File: src/rtl/bus_demux2_rx_pkg.sv
// rtl/bus_demux2_rx_pkg.sv - shared widths, depth default and channel codes for the bus receiver
package bus_demux2_rx_pkg;

    localparam int BUS_WIDTH = 4;
    localparam int DEPTH_DEF = 2;
    localparam int CNTW_DEF  = 8;

    localparam logic CH0 = 1'b0;
    localparam logic CH1 = 1'b1;

endpackage

File: src/rtl/bus_demux2_rx_if.sv
// rtl/bus_demux2_rx_if.sv - bus input side and both output channels of the receiver
interface bus_demux2_rx_if
    import bus_demux2_rx_pkg::*;
#(
    parameter int WIDTH = BUS_WIDTH,
    parameter int CNTW  = CNTW_DEF
);

    logic [WIDTH-1:0] bus_d;
    logic             bus_sel;
    logic             bus_valid;
    logic             bus_ready;

    logic [WIDTH-1:0] y0_d;
    logic             y0_valid;
    logic             y0_ready;
    logic [WIDTH-1:0] y1_d;
    logic             y1_valid;
    logic             y1_ready;

    logic [CNTW-1:0]  cnt0;
    logic [CNTW-1:0]  cnt1;

    // master: bus drivers plus downstream consumers; slave: the receiver
    modport master (
        output bus_d, bus_sel, bus_valid, y0_ready, y1_ready,
        input  bus_ready, y0_d, y0_valid, y1_d, y1_valid, cnt0, cnt1
    );

    modport slave (
        input  bus_d, bus_sel, bus_valid, y0_ready, y1_ready,
        output bus_ready, y0_d, y0_valid, y1_d, y1_valid, cnt0, cnt1
    );

endinterface

File: src/rtl/bus_demux2_rx_fifo.sv
// rtl/bus_demux2_rx_fifo.sv - rx_fifo: per-channel buffer with registered head word
module rx_fifo
    import bus_demux2_rx_pkg::*;
#(
    parameter int WIDTH = BUS_WIDTH,
    parameter int DEPTH = DEPTH_DEF
) (
    input  logic             clk,
    input  logic             rst,
    input  logic             push,
    input  logic             pop,
    input  logic [WIDTH-1:0] din,
    output logic [WIDTH-1:0] dout,
    output logic             empty,
    output logic             full
);

    localparam int PW = $clog2(DEPTH);
    localparam int CW = $clog2(DEPTH + 1);

    logic [WIDTH-1:0] mem [DEPTH];
    logic [PW-1:0]    wr_ptr;
    logic [PW-1:0]    rd_ptr;
    logic [CW-1:0]    count;
    logic             do_push;
    logic             do_pop;

    assign empty   = (count == '0);
    assign full    = (count == CW'(DEPTH));
    assign do_push = push & ~full;
    assign do_pop  = pop & ~empty;
    assign dout    = mem[rd_ptr];

    // DEPTH is a power of two, so the pointers wrap by plain overflow
    always_ff @(posedge clk or posedge rst) begin
        if (rst) begin
            for (int i = 0; i < DEPTH; i++) begin
                mem[i] <= '0;
            end
            wr_ptr <= '0;
            rd_ptr <= '0;
            count  <= '0;
        end else begin
            if (do_push) begin
                mem[wr_ptr] <= din;
                wr_ptr      <= wr_ptr + PW'(1);
            end
            if (do_pop) begin
                rd_ptr <= rd_ptr + PW'(1);
            end
            case ({do_push, do_pop})
                2'b10:   count <= count + CW'(1);
                2'b01:   count <= count - CW'(1);
                default: count <= count;
            endcase
        end
    end

endmodule

File: src/rtl/bus_demux2_rx.sv
// rtl/bus_demux2_rx.sv - receive end of the 2-source bus: steers words into two buffered channels
module bus_demux2_rx
    import bus_demux2_rx_pkg::*;
#(
    parameter int WIDTH = BUS_WIDTH,
    parameter int DEPTH = DEPTH_DEF,
    parameter int CNTW  = CNTW_DEF
) (
    input  logic           clk,
    input  logic           rst,
    bus_demux2_rx_if.slave bus
);

    logic            full0;
    logic            full1;
    logic            empty0;
    logic            empty1;
    logic            push0;
    logic            push1;
    logic            accept;
    logic [CNTW-1:0] cnt0_q;
    logic [CNTW-1:0] cnt1_q;

    // full is judged before any same-cycle pop, so a pop never frees room for the push
    assign bus.bus_ready = (bus.bus_sel == CH1) ? ~full1 : ~full0;
    assign accept        = bus.bus_valid & bus.bus_ready;
    assign push0         = accept & (bus.bus_sel == CH0);
    assign push1         = accept & (bus.bus_sel == CH1);

    assign bus.y0_valid = ~empty0;
    assign bus.y1_valid = ~empty1;

    rx_fifo #(.WIDTH(WIDTH), .DEPTH(DEPTH)) u_fifo0 (
        .clk   (clk),
        .rst   (rst),
        .push  (push0),
        .pop   (bus.y0_ready),
        .din   (bus.bus_d),
        .dout  (bus.y0_d),
        .empty (empty0),
        .full  (full0)
    );

    rx_fifo #(.WIDTH(WIDTH), .DEPTH(DEPTH)) u_fifo1 (
        .clk   (clk),
        .rst   (rst),
        .push  (push1),
        .pop   (bus.y1_ready),
        .din   (bus.bus_d),
        .dout  (bus.y1_d),
        .empty (empty1),
        .full  (full1)
    );

    always_ff @(posedge clk or posedge rst) begin
        if (rst) begin
            cnt0_q <= '0;
            cnt1_q <= '0;
        end else begin
            if (push0) begin
                cnt0_q <= cnt0_q + CNTW'(1);
            end
            if (push1) begin
                cnt1_q <= cnt1_q + CNTW'(1);
            end
        end
    end

    assign bus.cnt0 = cnt0_q;
    assign bus.cnt1 = cnt1_q;

endmodule

File: src/flat_wrapper.sv
// flat-port wrapper written by rule: the top's interface ports become plain ports
module bus_demux2_rx_flat import bus_demux2_rx_pkg::*;
#(
    parameter int WIDTH = BUS_WIDTH,
    parameter int DEPTH = DEPTH_DEF,
    parameter int CNTW  = CNTW_DEF
)
  (clk, rst, bus_bus_d, bus_bus_sel, bus_bus_valid, bus_y0_ready, bus_y1_ready, bus_bus_ready, bus_y0_d, bus_y0_valid, bus_y1_d, bus_y1_valid, bus_cnt0, bus_cnt1);
  bus_demux2_rx_if #(.WIDTH(WIDTH), .CNTW(CNTW)) bus_i ();
  input  logic clk;
  input  logic rst;
  input wire logic [$bits(bus_i.bus_d)-1:0] bus_bus_d;
  input wire logic [$bits(bus_i.bus_sel)-1:0] bus_bus_sel;
  input wire logic [$bits(bus_i.bus_valid)-1:0] bus_bus_valid;
  input wire logic [$bits(bus_i.y0_ready)-1:0] bus_y0_ready;
  input wire logic [$bits(bus_i.y1_ready)-1:0] bus_y1_ready;
  output wire logic [$bits(bus_i.bus_ready)-1:0] bus_bus_ready;
  output wire logic [$bits(bus_i.y0_d)-1:0] bus_y0_d;
  output wire logic [$bits(bus_i.y0_valid)-1:0] bus_y0_valid;
  output wire logic [$bits(bus_i.y1_d)-1:0] bus_y1_d;
  output wire logic [$bits(bus_i.y1_valid)-1:0] bus_y1_valid;
  output wire logic [$bits(bus_i.cnt0)-1:0] bus_cnt0;
  output wire logic [$bits(bus_i.cnt1)-1:0] bus_cnt1;
  assign bus_i.bus_d = bus_bus_d;
  assign bus_i.bus_sel = bus_bus_sel;
  assign bus_i.bus_valid = bus_bus_valid;
  assign bus_i.y0_ready = bus_y0_ready;
  assign bus_i.y1_ready = bus_y1_ready;
  assign bus_bus_ready = bus_i.bus_ready;
  assign bus_y0_d = bus_i.y0_d;
  assign bus_y0_valid = bus_i.y0_valid;
  assign bus_y1_d = bus_i.y1_d;
  assign bus_y1_valid = bus_i.y1_valid;
  assign bus_cnt0 = bus_i.cnt0;
  assign bus_cnt1 = bus_i.cnt1;
  bus_demux2_rx #(.WIDTH(WIDTH), .DEPTH(DEPTH), .CNTW(CNTW)) u_core (.clk(clk), .rst(rst), .bus(bus_i));
endmodule
File: config.mk
export PLATFORM = sky130hd
export DESIGN_NAME = bus_demux2_rx_flat
export DESIGN_NICKNAME = d
export VERILOG_FILES = /design/src/rtl/bus_demux2_rx_pkg.sv /design/src/rtl/bus_demux2_rx_if.sv /design/src/rtl/bus_demux2_rx_fifo.sv /design/src/rtl/bus_demux2_rx.sv /design/src/flat_wrapper.sv
export SDC_FILE = /design/constraint.sdc
export NUM_CORES = 1
export LEC_CHECK = 0
export ABC_AREA = 1
export ABC_CLOCK_PERIOD_IN_PS = 4000
export BUFFER_PORTS_ARGS = -buffer_cell sky130_fd_sc_hd__buf_2
export CAP_MARGIN = 20
export CORE_ASPECT_RATIO = 0.8
export CORE_MARGIN = 1.5
export CORE_UTILIZATION = 59
export DETAILED_ROUTE_END_ITERATION = 6
export GPL_TIMING_DRIVEN = 1
export PLACE_DENSITY = 0.91
export SKIP_CTS_REPAIR_TIMING = 1
export SLEW_MARGIN = 15
export SYNTH_ARGS = -nofsm -noshare
export SYNTH_HDL_FRONTEND = slang
export SYNTH_SLANG_ARGS = --single-unit
export TNS_END_PERCENT = 20
File: constraint.sdc
create_clock -name clk -period 4 [get_ports clk]
set_clock_uncertainty 0.15 [all_clocks]
set_input_delay 0.4 -clock clk [delete_from_list [all_inputs] [get_ports clk]]
set_output_delay 0.4 -clock clk [all_outputs]
set_load 0.1 [all_outputs]
* Word-level counts from Yosys, hierarchy flattened *
Cells that the tools add are included.

storage, ports and cells
  bits in registers = 40
  word-level logic and storage cells = 71
  bits of input ports = 10

cells by class
  reduce and logical (&&, ||, !) cells = 6
  bitwise gates (word level) = 16
  $add $sub $neg = 10
  multiplexer cells = 15
  order comparisons = 6
  eq/ne operators = 6

operators by type and width
  operator               number
  $mux W4                8
  $add A8 B1 Y8 const B  2
  $bwmux W8              2
  $demux W4 S1           2
  $eq A2 B2 Y1 const B   4
  $ge A2 B2 Y1 const B   4
  $not A1 Y2             4
  $pmux W2 S2            2
  $and A1 B1 Y1          7
  $not A1 Y1             5
  $add A1 B1 Y1 const B  4
  $add A2 B1 Y2 const B  2
  $eq A2 B1 Y1 const B   2
  $logic_not A2 Y1       2
  $lt A2 B1 Y1 const B   2
  $reduce_bool A2 Y1     2
  $sub A2 B1 Y2 const B  2
  $logic_and A1 B1 Y1    2
  $mux W1                1

* Depth between registers and ports, before layout *
  word-level depth = 8
  gate-level depth with buffers = 8
  depth with buffers taken out = 8

* By module *
A second synthesis with hierarchy kept.

unflattened totals
  cell total of the unflattened synthesis = 265
  area, all modules = 2170.8 um^2

by module, submodules not included
  module         area each (um^2)  sequential area each (um^2)  instances  cells each
  rx_fifo        640.6             300.3                        2          79
  bus_demux2_rx  889.6             400.4                        1          107

* Worst setup path before layout *
Ideal clock, no wire load.

  kind = register -> register
  start = register u_core.u_fifo0.count[0]
  end = register u_core.u_fifo0.count[1]
  library setup time = 0.131 ns
  arrival time = 2.001 ns
  buffers on the path = 0
  setup slack = 1.718 ns
  period minus slack after synthesis = 2.282 ns
  stages on the path, launching flop included = 9
  cells stage by stage = dfrtp_1 inv_2 nand2_1 nand2_1 inv_1 ha_1 a21oi_1 o21ai_0 xor2_1

between the ends
  elaborated cells on any way between the ends = 15
  classes of those cells = add/sub (2); eq/ne (3); mux (2); bitwise (6); reduce/logical (2)

RTL lines
  item                                                      RTL line                  source
  start, declared                                           bus_demux2_rx_fifo.sv:24  logic [CW-1:0] count;
  start signal, assigned                                    bus_demux2_rx_fifo.sv:52  2'b10: count <= count + CW'(1);
  start signal, assigned                                    bus_demux2_rx_fifo.sv:53  2'b01: count <= count - CW'(1);
  start signal, assigned                                    bus_demux2_rx_fifo.sv:54  default: count <= count;
  $logic_not A2 Y1 *                                        bus_demux2_rx_fifo.sv:28  assign empty = (count == '0);
  $not A1 Y1 *                                              n/a
  named net bus_y0_valid                                    flat_wrapper.sv:19        output wire logic [$bits(bus_i.y0_valid)-1:0] bus_y0_valid;
  $and A1 B1 Y1 *                                           bus_demux2_rx_fifo.sv:31  assign do_pop = pop & ~empty;
  named net u_core.u_fifo0.do_pop                           bus_demux2_rx_fifo.sv:26  logic do_pop;
  $eq A2 B1 Y1 / $eq A2 B2 Y1 (equally long branches)       bus_demux2_rx_fifo.sv:51  case ({do_push, do_pop})
  $pmux W2 S2 / $reduce_bool A2 Y1 (equally long branches)  n/a

The timed path passes the listed nets; every way through them passes the cells marked *.
A chain may end at the register's enable or synchronous reset.

* Worst setup path after layout *
  start = register u_core.u_fifo0.rd_ptr
  end = output port bus_y0_d[1]

between the ends
  cells in the longest elaborated chain, start to end = 4

ends and longest elaborated chain
  item                                        RTL line                  source
  start, declared                             bus_demux2_rx_fifo.sv:23  logic [PW-1:0] rd_ptr;
  start signal, assigned                      bus_demux2_rx_fifo.sv:49  rd_ptr <= rd_ptr + PW'(1);
  $not A1 Y2 (not written as such)            bus_demux2_rx_fifo.sv:32  assign dout = mem[rd_ptr];
  $mux W4 (not written as such) (3 in a row)  bus_demux2_rx_fifo.sv:32
  end, declared                               flat_wrapper.sv:18        output wire logic [$bits(bus_i.y0_d)-1:0] bus_y0_d;

No other way between the ends. The select of a mux whose other input is x is not followed.

==> run summary <==
# rows: 18
commonest cells in the synthesized netlist: nand2_1 (117), dfrtp_1 (40), inv_1 (25)
Hold Crit Class: input port to asynchronous set/reset pin
met3 GRT Util: 7.29%
Clock Pin Slew Worst Setup and Hold Paths: 0.08 ns
total die area: 3740 um2
Die W: 68.0 um
Maximum Capacitance Violations: 0
GR met2 Demand/Resource: 40.5%
cells after synthesis: 251
clock sink total: 40
Post-synth EDFFs: 0
Root Driver: clkbuf_8
DP Area: 2220 um2
cell repeated most along the worst path: nand2_1
final hold violation count: 0
CP Class: register to output pin
leading post-synthesis cells by cell area: dfrtp_1 (50%), nand2_1 (22%), inv_1 (4.7%)
pre-CTS setup slack: 2.15 ns
nets: 307
DRT Pass-1 Iters: 4
CTS tree: yes
Worst Setup SP: u_core.u_fifo0.rd_ptr
via/cell ratio: 5.13
Worst-Skew Late Latency: 0.30 ns
vias: 1714
Crit path largest cell delay: 0.43 ns
initial antenna violation count: 0
GRT Max-Usage Layer: met2
Max-slew headroom: 67.2%
setup slack, reg-to-reg: 2.14 ns
Antenna diodes: 0
core area: 3150 um2
# port buffers: 36
Startpoint Class: register
worst setup margin: 2.00 ns
top cell type's share of synthesized area: 50.2%
Worst setup EP type: output pin
worst r2r src: u_core.u_fifo1.count[0]
leading area contributor after synthesis: dfrtp_1
GRT Util Overall: 24.2%
Top Ports: 37
Critical Path, Cell by Cell: inv_1, nand2_1, nand2_1, buf_2
fin. max-slew vios: 0
CTS max path bufs: 2
r2r endpoint: u_core.u_fifo1.count[1]
#FFs+latches synth: 40
FFs w/ async S/R, synth: 100%
setup violators final: 0
Core Util, Final: 74.3%
Die Height: 55.0 um
Synthesized Nets: 265
fin crit share: 50.1%
RSZ-0062 raised after global routing: false
grt ovf: 0
Ys Warns: 0
total negative slack: 0 ns
first-pass GRT wire length: 6420 um
Cell variety after synth: 21
outcome: finished, final reports clean
Detail Route Antenna Nets: 0
met1 Use GR: 30.8%
ys flop type: dfrtp_1
drt wl/cell: 11.9 um
cts bufs inserted: 5
Worst-Margin Slew: 0.492 ns
crit path max fanout: 5
Starting Density: 63.3%
Critical Path End: bus_y0_d[1]
top-count cell post-synth: nand2_1
sequential-to-total area share from yosys stat: 50.2%
largest net degree at the start of global routing: 41
Tmin final: 2.00 ns
Avg Cell Area, Syn: 7.95 um2
Remaining DRCs: 0
Post-Route WL: 3990 um
Slowest-stage cell, CP: dfrtp_1
initial drt markers: 139
vias in the first global route: 1464
area grow syn2layout: 17.4%
Design Area, Final: 2340 um2
synthesized area: 2000 um2
worst reg2reg path depth: 7
share of cells above drive strength 1: 20.1%
hpwl dp: 2800 um
RD Place Congestion: 0.762
H-tree Lvls: 2
Data required, critical path: 3.45 ns
f_max: 499 MHz
crit path DAT: 1.45 ns
placed cells by master, fill, tap and decap left out:
master / instances
o21ai_0: 18
nor2_1: 8
o21ai_2: 4
nand2_2: 4
nand3b_1: 2
dfrtp_1: 40
buf_4: 1
clkbuf_8: 7
buf_2: 36
nand3_2: 1
nand2_1: 117
inv_1: 25
nand3_1: 7
clkinv_2: 2
xor2_1: 6
ha_1: 4
a21oi_1: 2
xnor2_1: 5
nand2_4: 1
inv_2: 1
nand3_4: 1
nand4_1: 1
bufinv_16: 1
state kept, by name, summed over array words and instances (netlist names):
register / cells
u_core.bus.cnt0: 8
u_core.bus.cnt1: 8
u_core.u_fifo0.mem: 8
u_core.u_fifo1.mem: 8
u_core.u_fifo0.count: 2
u_core.u_fifo1.count: 2
u_core.u_fifo0.rd_ptr: 1
u_core.u_fifo0.wr_ptr: 1
u_core.u_fifo1.rd_ptr: 1
u_core.u_fifo1.wr_ptr: 1
layer usage:
metal  part of all wire, %  vias up
met3                   5.4        6
met4                  0.98        0
met5                     0        -
met1                    46      800
met2                    48       44
li1                      -      864
stage by stage:
| stage | std cells | hold WS (ns) |
|---|---|---|
| floorplan | 251 | 0.303 |
| global placement | 326 | 0.318 |
| detailed placement | 326 | 0.322 |
| CTS | 334 | 0.0725 |
| global route | 334 | 0.109 |
| finish | 334 | 0.0564 |
worst min-delay path by stage:
stage / end / slack [ns] / from
floorplan: u_core.u_fifo1.mem[0] / 0.30 / u_core.u_fifo1.mem[0]
global placement: u_core.u_fifo0.mem[4] / 0.32 / u_core.u_fifo0.mem[4]
detailed placement: u_core.u_fifo0.mem[0] / 0.32 / u_core.u_fifo0.mem[0]
CTS: u_core.bus.cnt0[4] / 0.07 / rst
global route: u_core.bus.cnt0[5] / 0.11 / rst
finish: u_core.bus.cnt0[5] / 0.06 / rst
logic make-up after synthesis:
group	synth area share, %
XOR/XNOR	4.83
AO/OA/AOI/OAI	6.77
adder cells (fa/ha/maj)	2.51
AND/OR/NAND/NOR	29.5
flip-flops	50.2
buffers and inverters	6.21
worst max-delay path: cells and delay by family (launching register included):
| family | cells | cell delay, ns |
|---|---|---|
| buffers and inverters | 2 | 0.58 |
| AND/OR/NAND/NOR | 2 | 0.14 |
| flip-flops | 1 | 0.43 |
final cells by class:
type                       count  area, um2
tap                           40       50.0
clock inverter                 1       30.0
multi-input combinational    181        871
sequential                    40       1000
inverter                      28        108
fill                         259        810
clock buffer                   7       96.3
timing repair buffer          37        188
Power is left out: the tool's default activity adds up to more than one toggle a clock period on the data nets, which glitch-free logic cannot reach.
